### config.mk
export PLATFORM = sky130hd
export DESIGN_NAME = pu_div_sequencer
export DESIGN_NICKNAME = d
export VERILOG_FILES = /design/src/rtl/pu_div_sequencer.sv
export SDC_FILE = /design/constraint.sdc
export NUM_CORES = 1
export LEC_CHECK = 0
export ABC_AREA = 1
export CAP_MARGIN = 40
export CORE_MARGIN = 5
export CORE_UTILIZATION = 25
export CTS_CLUSTER_DIAMETER = 120
export DETAILED_ROUTE_END_ITERATION = 8
export GPL_TIMING_DRIVEN = 0
export PLACE_DENSITY = 0.61
export SLEW_MARGIN = 20
export SYNTH_ARGS = -nofsm -noshare
export SYNTH_HDL_FRONTEND = slang
export SYNTH_SLANG_ARGS = --single-unit
export TNS_END_PERCENT = 5
### constraint.sdc
create_clock -name clk -period 1.29 [get_ports clk]
set_input_delay 0.129 -clock clk [delete_from_list [all_inputs] [get_ports clk]]
set_output_delay 0.129 -clock clk [all_outputs]
set_load 0.005 [all_outputs]
### src/rtl/pu_div_sequencer.sv
// Round-robin two-requester job sequencer driving a pipelined division PU over its sel/wr/oe protocol.
// Optional macro DIV_SEQ_ZERO_BYPASS_EN: zero-denominator jobs skip the PU and answer invalid immediately.
module pu_div_sequencer #(
    parameter int DATA_WIDTH = 32,
    parameter int ATTR_WIDTH = 4,
    parameter int INVALID    = 0,
    parameter int PIPELINE   = 4
) (
    input  logic                  clk,
    input  logic                  rst,
    input  logic                  req0_valid,
    output logic                  req0_ready,
    input  logic [DATA_WIDTH-1:0] req0_numer,
    input  logic [DATA_WIDTH-1:0] req0_denom,
    input  logic [ATTR_WIDTH-1:0] req0_attr,
    input  logic                  req1_valid,
    output logic                  req1_ready,
    input  logic [DATA_WIDTH-1:0] req1_numer,
    input  logic [DATA_WIDTH-1:0] req1_denom,
    input  logic [ATTR_WIDTH-1:0] req1_attr,
    output logic                  pu_signal_sel,
    output logic                  pu_signal_wr,
    output logic                  pu_signal_oe,
    output logic [DATA_WIDTH-1:0] pu_data_in,
    output logic [ATTR_WIDTH-1:0] pu_attr_in,
    input  logic [DATA_WIDTH-1:0] pu_data_out,
    input  logic [ATTR_WIDTH-1:0] pu_attr_out,
    output logic                  resp_valid,
    input  logic                  resp_ready,
    output logic                  resp_id,
    output logic [DATA_WIDTH-1:0] resp_quotient,
    output logic [DATA_WIDTH-1:0] resp_remain,
    output logic                  resp_invalid
);

    localparam int CNT_W = $clog2(PIPELINE + 1);

    typedef enum logic [2:0] {
        S_IDLE, S_WR_DENOM, S_WR_NUMER, S_LATCH, S_WAIT, S_RD_QUOT, S_RD_REM, S_RESP
    } state_t;

    state_t                  state_r;
    state_t                  state_next_s;
    logic                    ptr_r;
    logic [CNT_W-1:0]        cnt_r;
    logic [DATA_WIDTH-1:0]   numer_r;
    logic [ATTR_WIDTH-1:0]   attr_r;

    logic                    grant1_s;
    logic                    accept_s;
    logic                    bypass_s;
    logic [DATA_WIDTH-1:0]   sel_numer_s;
    logic [DATA_WIDTH-1:0]   sel_denom_s;
    logic [ATTR_WIDTH-1:0]   sel_attr_s;

    logic                    sel_next_s;
    logic                    wr_next_s;
    logic                    oe_next_s;
    logic [DATA_WIDTH-1:0]   data_next_s;
    logic [ATTR_WIDTH-1:0]   attr_next_s;

    // Only the invalid bit of the result attributes is consumed.
    logic                    unused_attr_s;
    assign unused_attr_s = ^pu_attr_out;

    // Round-robin grant and operand selection; a lone requester always wins.
    always_comb begin
        grant1_s   = 1'b0;
        accept_s   = 1'b0;
        req0_ready = 1'b0;
        req1_ready = 1'b0;
        if (req0_valid && req1_valid) begin
            grant1_s = ptr_r;
        end else begin
            grant1_s = req1_valid;
        end
        if (state_r == S_IDLE) begin
            accept_s = req0_valid | req1_valid;
        end else begin
            accept_s = 1'b0;
        end
        req0_ready  = accept_s & ~grant1_s;
        req1_ready  = accept_s & grant1_s;
        sel_numer_s = grant1_s ? req1_numer : req0_numer;
        sel_denom_s = grant1_s ? req1_denom : req0_denom;
        sel_attr_s  = grant1_s ? req1_attr  : req0_attr;
    end

`ifdef DIV_SEQ_ZERO_BYPASS_EN
    assign bypass_s = (sel_denom_s == {DATA_WIDTH{1'b0}});
`else
    assign bypass_s = 1'b0;
`endif

    // Next-state logic of the job sequencer.
    always_comb begin
        state_next_s = state_r;
        case (state_r)
            S_IDLE: begin
                if (accept_s) begin
                    state_next_s = bypass_s ? S_RESP : S_WR_DENOM;
                end else begin
                    state_next_s = S_IDLE;
                end
            end
            S_WR_DENOM: state_next_s = S_WR_NUMER;
            S_WR_NUMER: state_next_s = S_LATCH;
            S_LATCH:    state_next_s = S_WAIT;
            S_WAIT: begin
                if (cnt_r == {CNT_W{1'b0}}) begin
                    state_next_s = S_RD_QUOT;
                end else begin
                    state_next_s = S_WAIT;
                end
            end
            S_RD_QUOT:  state_next_s = S_RD_REM;
            S_RD_REM:   state_next_s = S_RESP;
            S_RESP: begin
                if (resp_ready) begin
                    state_next_s = S_IDLE;
                end else begin
                    state_next_s = S_RESP;
                end
            end
            default:    state_next_s = S_IDLE;
        endcase
    end

    // PU controls are decoded from the next state so they leave a flop aligned with the state.
    always_comb begin
        sel_next_s  = 1'b0;
        wr_next_s   = 1'b0;
        oe_next_s   = 1'b0;
        data_next_s = {DATA_WIDTH{1'b0}};
        attr_next_s = {ATTR_WIDTH{1'b0}};
        case (state_next_s)
            S_WR_DENOM: begin
                wr_next_s   = 1'b1;
                data_next_s = sel_denom_s;
                attr_next_s = sel_attr_s;
            end
            S_WR_NUMER: begin
                sel_next_s  = 1'b1;
                wr_next_s   = 1'b1;
                data_next_s = numer_r;
                attr_next_s = attr_r;
            end
            S_LATCH: begin
                wr_next_s = 1'b1;
                oe_next_s = 1'b1;
            end
            S_RD_QUOT: oe_next_s = 1'b1;
            S_RD_REM: begin
                oe_next_s  = 1'b1;
                sel_next_s = 1'b1;
            end
            default: begin
                sel_next_s = 1'b0;
            end
        endcase
    end

    // State, job registers, PU drive and response capture.
    always_ff @(posedge clk) begin
        if (rst) begin
            state_r       <= S_IDLE;
            ptr_r         <= 1'b0;
            cnt_r         <= {CNT_W{1'b0}};
            numer_r       <= {DATA_WIDTH{1'b0}};
            attr_r        <= {ATTR_WIDTH{1'b0}};
            pu_signal_sel <= 1'b0;
            pu_signal_wr  <= 1'b0;
            pu_signal_oe  <= 1'b0;
            pu_data_in    <= {DATA_WIDTH{1'b0}};
            pu_attr_in    <= {ATTR_WIDTH{1'b0}};
            resp_valid    <= 1'b0;
            resp_id       <= 1'b0;
            resp_quotient <= {DATA_WIDTH{1'b0}};
            resp_remain   <= {DATA_WIDTH{1'b0}};
            resp_invalid  <= 1'b0;
        end else begin
            state_r       <= state_next_s;
            pu_signal_sel <= sel_next_s;
            pu_signal_wr  <= wr_next_s;
            pu_signal_oe  <= oe_next_s;
            pu_data_in    <= data_next_s;
            pu_attr_in    <= attr_next_s;
            resp_valid    <= (state_next_s == S_RESP);
            if (accept_s) begin
                numer_r <= sel_numer_s;
                attr_r  <= sel_attr_s;
                resp_id <= grant1_s;
                ptr_r   <= ~grant1_s;
            end
            if (accept_s && bypass_s) begin
                resp_quotient <= {DATA_WIDTH{1'b0}};
                resp_remain   <= {DATA_WIDTH{1'b0}};
                resp_invalid  <= 1'b1;
            end
            // Loaded so that WAIT lasts exactly PIPELINE cycles.
            if (state_r == S_LATCH) begin
                cnt_r <= CNT_W'(PIPELINE - 1);
            end else if ((state_r == S_WAIT) && (cnt_r != {CNT_W{1'b0}})) begin
                cnt_r <= cnt_r - CNT_W'(1);
            end
            if (state_r == S_RD_QUOT) begin
                resp_quotient <= pu_data_out;
                resp_invalid  <= pu_attr_out[INVALID];
            end
            if (state_r == S_RD_REM) begin
                resp_remain <= pu_data_out;
            end
        end
    end

endmodule
==> results of run 1 <==
-- stage by stage --
| step | total power [mW] | util, % |
|---|---|---|
| floorplan | 6.76 | - |
| detailed placement | 8.35 | 38.6 |
| finish | 13.6 | 42.7 |
| CTS | 13.5 | 41.9 |
| global route | 14.3 | 42.7 |
| global placement | 8.33 | 38.6 |
-- routing by layer --
metal,share of wire [%],routed length (um)
met1,41,10000
met2,48,11600
met3,9.7,2350
met4,1.3,311
met5,0,0
-- layout make-up --
cell class | instances | area [um2]
clock inverter | 14 | 116
sequential | 149 | 3000
clock buffer | 18 | 439
inverter | 20 | 85.1
tap | 324 | 405
timing repair buffer | 299 | 2860
multi-input combinational | 658 | 3040
fill | 2609 | 14000
buffer | 67 | 488
-- registers in the layout, summed over array words and instances (netlist names), 3 cells and up --
register and count:
numer_r 32, pu_data_in 32, resp_quotient 32, resp_remain 32, attr_r 4, pu_attr_in 4
cnt_r 3, state_r 3
-- layout by cell type, fill, tap and decap left out, types with 2 or more instances in the layout --
cell type,Yosys,layout
a21oi_2,0,20
nand3_1,112,106
o21ai_0,34,22
buf_2,35,8
nand2_4,0,4
inv_6,0,6
dfxtp_4,0,3
clkdlybuf4s50_1,0,171
nand2_2,2,8
nand3_2,0,5
ha_1,2,2
clkbuf_8,0,2
o21ai_1,0,12
a21oi_1,111,91
clkbuf_16,0,17
dlygate4sd2_1,0,106
clkbuf_4,0,5
buf_8,0,7
nor2_1,67,67
buf_4,4,23
clkbuf_1,28,19
inv_8,0,2
nand2_1,317,306
inv_2,3,5
clkbuf_2,0,5
dfxtp_2,0,4
clkinvlp_4,0,4
inv_1,17,13
buf_6,0,19
nand3b_1,6,6
dfxtp_1,149,142
clkinv_4,0,2
nor2_4,2,3
-- cells by family after synthesis --
logic type | after synthesis
fa+ha+maj | 2
flops | 149
buf+inv | 88
compound gates | 146
simple gates | 510
-- tightest hold or removal path, cell delays in order --
cell      delay [ps]
clkbuf_1         140
clkbuf_1         270
nor2_1           150
-- worst paths after layout --
check / startpoint / endpoint / slack, ps / cells after the start
setup / recovery: state_r[2] / req0_ready / -340 / 8
hold / removal: rst / pu_signal_sel / 310 / 3
setup reg to reg: state_r[1] / pu_data_in[14] / -140 / 8
hold reg to reg: resp_quotient[10] / resp_quotient[10] / 460 / 2
-- repair_timing --
action                                  in CTS  in global routing
resized for setup                          207                 64
endpoints found under the hold margin        0                  0
pin swaps                                   15                 12
cloned                                       2                  0
setup buffers                               15                  3
endpoints found under the setup margin     246                142
-- report_power, final --
group	internal [mW]	switching [mW]	leakage (nW)
clock network	2.57	2.17	0.263
registers	4.99	0.163	1.22
logic	1.77	1.91	3.14
total	9.33	4.24	4.62
==> results.py, run 1 <==
metrics = {
    "run_status": {
        "outcome": "finished with violations",
        "violations": "negative setup slack",
    },
    "die": {
        "num_io_pins": 285,
        "initial_core_util_pct": 25.5,
        "rows": 57,
        "core_um2": 24500,
        "dieArea_um2": 28200,
        "fp.dieW_um": 168,
        "die_h_um": 168,
    },
    "sta": {
        "fin_crit_sh_pct": 127,
        "final.setup.worst_slack_ps": -343,
        "finalSetupViolations": 78,
        "slew_headroom_pct": 56.5,
        "clock_skew_ps": 10.6,
        "setup-tns-final_ps": -6920,
        "slew_viol_final": 0,
        "worstMarginPinSlew_ps": 652,
        "rsz0062_at_grt": "true",
        "timing.hold.ws_ps": 311,
        "hold_viol": 0,
        "min_period_ps": 1630,
        "fmax_ghz": 0.612,
    },
    "critical_path": {
        "slowest_delay_ps": 390,
        "cp.arrival_ps": 1500,
        "critical_path_class": "flip-flop to output pin",
        "crit_path_end_kind": "output pin",
        "cpMaxStageDelayCell": "dfxtp_4",
        "cp_data_required_time_ps": 1160,
        "cp.buffers_inverters": 5,
        "cp-start-kind": "flip-flop",
        "path_delay_family": "buffers and inverters",
        "crit_chain": "inv_2 > nand2_2 > nor2_4 > buf_6 > buf_8 > nand2_4 > inv_2 > buf_6",
        "cp_max_fo": 5,
    },
    "synth": {
        "yosysMostFrequentCell": "nand2_1",
        "synthesis.nets": 1074,
        "synthAdderAreaFrac_pct": 0.401,
        "synth_edf_count": 0,
        "muxShareOfSynthArea_pct": 0,
        "synth_xor_area_share_pct": 0,
        "synth_compound_area_share_pct": 11.8,
        "synth_top_area_share_pct": 47.8,
        "synth_top_family_by_area": "simple AND/OR/NAND/NOR gates",
        "syn_avg_cell_area_um2": 6.97,
        "synth.distinct_cells": 20,
        "synth_area_um2": 6240,
        "synth_simple_gate_area_share_pct": 33.8,
        "yosysWarnings": 0,
        "synth_top_area_cell": "dfxtp_1",
        "synthCells": 895,
        "synth_flop_cell": "dfxtp_1",
        "synth-seq-cells": 149,
        "ys_top_cells_by_area": "dfxtp_1 (48%), nand2_1 (19%), nand3_1 (9.0%)",
        "netlist_top_cells_count": "nand2_1 (317), dfxtp_1 (149), nand3_1 (112), a21oi_1 (111), nor2_1 (67)",
        "async_reset_ff_share_pct": 0,
        "ys_seq_area_share_pct": 47.8,
    },
    "power_and_ir_drop": {
        "leakagePower_nw": 4.62,
        "powerDensity_nw_per_um2": 1300,
        "ir_drop_mv": 0.653,
    },
    "grt": {
        "grt_pass1_vias": 6831,
        "grt_usage_pct": 16.7,
        "grt_pass1_wl_um": 37400,
        "top_usage_layer": "met2",
        "grt_overflow": 0,
        "antenna_found_initial": 0,
        "grt_max_degree": 20,
        "grtUsageMet1_pct": 19.5,
        "grtUsageMet3_pct": 5.79,
        "use_met2_pct": 29.2,
    },
    "place": {
        "dpl_cell_area_um2": 9430,
        "dp_hpwl_um": 18900,
        "portBuffers": 279,
        "dp_cells": 1498,
        "pre_cts_slack_ps": -892,
        "routabilityCongestion": 0.834,
    },
    "clock_tree": {
        "htree_num_levels": 4,
        "cts_buffers": 17,
        "cts_root_buf": "clkbuf_16",
        "clkTransAtPathRegs_ps": 60,
        "holdBufCountCts": 0,
        "cts.sinks": 149,
        "clockBufferDepth": 2,
        "cts_tree": "built",
        "clock_latency_ps": 420,
    },
    "routing": {
        "dr.pass1.iters": 4,
        "drc_errors": 0,
        "vias": 6913,
        "drt_wl_total_um": 24300,
        "wl_per_cell_um": 15.7,
        "viasPerCell": 4.46,
        "antenna_left": 0,
        "drtIter0Drc": 304,
    },
    "flow_run": {
        "cap_violations": 0,
    },
    "final_layout": {
        "syn2layout_area_growth_pct": 67.4,
        "layout.cells.non_filler": 1549,
        "final_nets": 1391,
        "drive_gt1_share_pct": 12.9,
        "design_area_um2": 10400,
        "n_antenna_cell": 0,
    },
    "min_path": {
        "hp-class": "primary input to flip-flop",
    },
}
Note: power is estimated with default switching activity, not from simulation.
==> run 2, diff against run 1 <==
Settings changed: CORE_MARGIN 5 to 2.
==> results.py, run 2 (synthesis results as in run 1) <==
metrics = {
    "clock_tree": {
        "clockBufferDepth": 2,
        "htree_num_levels": 4,
        "clkTransAtPathRegs_ps": 60,
        "cts_buffers": 17,
        "cts_root_buf": "clkbuf_16",
        "cts.sinks": 149,
        "clock_latency_ps": 420,
        "cts_tree": "built",
    },
    "final_layout": {
        "syn2layout_area_growth_pct": 63.2,
        "fillCellCount": 2574,
        "final_common_cell": "nand2_1",
        "n_antenna_cell": 0,
        "final_cell_mix": "nand2_1 (313), clkdlybuf4s50_1 (171), dfxtp_1 (138), nand3_1 (109), a21oi_1 (107)",
        "fin_util_pct": 41.7,
        "design_area_um2": 10200,
        "final_nets": 1381,
        "drive_gt1_share_pct": 10.3,
    },
    "critical_path": {
        "crit_chain": "nor2_4 > nand2_2 > nor2_4 > buf_6 > nand3_4 > inv_2 > buf_6",
        "worstReg2RegStart": "state_r[0]",
        "r2r_slack_ps": -130,
        "cpMaxStageDelayCell": "dfxtp_4",
        "path_delay_family": "simple AND/OR/NAND/NOR gates",
        "slowest_delay_ps": 370,
        "critical_path_class": "flip-flop to output pin",
        "r2r_cells": 7,
        "cp-start-kind": "flip-flop",
        "cp_max_fo": 6,
        "crit_path_end_kind": "output pin",
        "cp_data_required_time_ps": 1160,
        "cp.buffers_inverters": 3,
        "rr_endpoint": "resp_remain[22]",
        "cp.arrival_ps": 1460,
    },
    "routing": {
        "vias": 6797,
        "drt_wl_total_um": 22900,
        "drc_errors": 0,
        "viasPerCell": 4.42,
        "dr.pass1.iters": 5,
        "antenna_left": 0,
        "drtIter0Drc": 370,
        "wl_per_cell_um": 14.9,
    },
    "grt": {
        "grt_usage_pct": 17.2,
        "grt_max_degree": 17,
        "grt_pass1_wl_um": 35400,
        "grt_overflow": 0,
        "grt_pass1_vias": 6554,
        "antenna_found_initial": 0,
    },
    "power_and_ir_drop": {
        "leakagePower_nw": 4.56,
        "ir_drop_mv": 0.680,
        "powerDensity_nw_per_um2": 1290,
    },
    "sta": {
        "finalSetupViolations": 59,
        "final.setup.worst_slack_ps": -301,
        "worstMarginPinSlew_ps": 651,
        "slew_viol_final": 0,
        "fin_crit_sh_pct": 123,
        "clock_skew_ps": 9.17,
        "slew_headroom_pct": 56.6,
        "fmax_ghz": 0.628,
        "hold_viol": 0,
        "rsz0062_at_grt": "true",
        "min_period_ps": 1590,
    },
    "die": {
        "initial_core_util_pct": 25.6,
        "fp.dieW_um": 162,
        "rows": 57,
        "die_h_um": 162,
        "dieArea_um2": 26200,
        "core_um2": 24400,
        "num_io_pins": 285,
    },
    "min_path": {
        "hp-class": "primary input to flip-flop",
        "min-delay-start": "pu_attr_out[0]",
        "hold_end": "resp_invalid",
        "whs_path_depth": 3,
    },
    "place": {
        "portBuffers": 279,
        "dp_hpwl_um": 17900,
        "pre_cts_slack_ps": -981,
        "dpl_cell_area_um2": 9430,
        "routabilityCongestion": 0.801,
    },
    "run_status": {
        "violations": "negative setup slack",
        "outcome": "finished with violations",
    },
    "flow_run": {
        "cap_violations": 0,
    },
}
[run 2: changes by cell type in the layout (fill, tap and decap cells not counted), moves of 4 or more]
cell,before,now
dfxtp_1,142,138
nand2_2,8,2
o21ai_1,12,0
buf_8,7,2
buf_4,23,16
nand2_1,306,313
a21oi_2,20,4
dfxtp_2,4,8
a21oi_1,91,107
o21ai_0,22,34
[run 2: layout make-up]
class	instances	area, um2	area share [%]
Buffer	68	477	4.68
Clock buffer	18	439	4.31
Clock inverter	14	115	1.13
Inverter	20	77.6	0.762
Multi-Input combinational cell	658	2940	28.9
Sequential cell	149	3000	29.5
Tap cell	324	405	3.98
Timing Repair Buffer	288	2720	26.8
[run 2: repair_timing]
| action | CTS | global route |
|---|---|---|
| pin swaps | 5 | 5 |
| setup endpoints to repair | 247 | 142 |
| hold buffers | 0 | 0 |
| buffers inserted | 8 | 2 |
| resized for setup | 186 | 23 |
[run 2: metal layers]
metal | track usage [%] | share of wire (%) | vias up | wire, um
li1 | - | - | 3519 | -
met1 | 20.9 | 44 | 3008 | 9980
met2 | 29.7 | 47 | 246 | 10700
met3 | 4.90 | 7.8 | 24 | 1790
met4 | 4.95 | 1.6 | 0 | 357
met5 | 0 | 0 | - | 0
[run 2: power breakdown]
group          total, mW  internal, mW  switching, mW
Combinational       3.28          1.53           1.75
Sequential          5.17          5.00          0.169
Clock               4.68          2.57           2.11
[run 2: per-stage QoR]
step	total power, mW	hold slack [ps]	setup TNS, ps	std cells
2_1_floorplan	6.76	293	0	895
3_3_place_gp	8.33	448	-44030	1498
3_5_place_dp	8.35	452	-45860	1498
4_1_cts	13.2	282	-5440	1537
5_1_grt	13.9	313	-14260	1539
6_report	13.1	298	-4190	1539
[run 2: worst max-delay path by stage]
stage / from / end / slack [ps] / depth (start not counted)
after floorplan: ptr_r / numer_r[16] / 60 / 9
after detailed placement: req0_valid / req1_ready / -980 / 6
final: state_r[1] / req1_ready / -300 / 7
after CTS: state_r[0] / req1_ready / -350 / 7
after global placement: req0_valid / req1_ready / -960 / 6
after global routing: state_r[1] / req1_ready / -370 / 7
[run 2: worst register-to-register path, delay by kind of cell, from the launching register on]
family	cells	cell delay [ps]
and+or+nand+nor	3	380
DFF	1	350
buffers and inverters	4	620
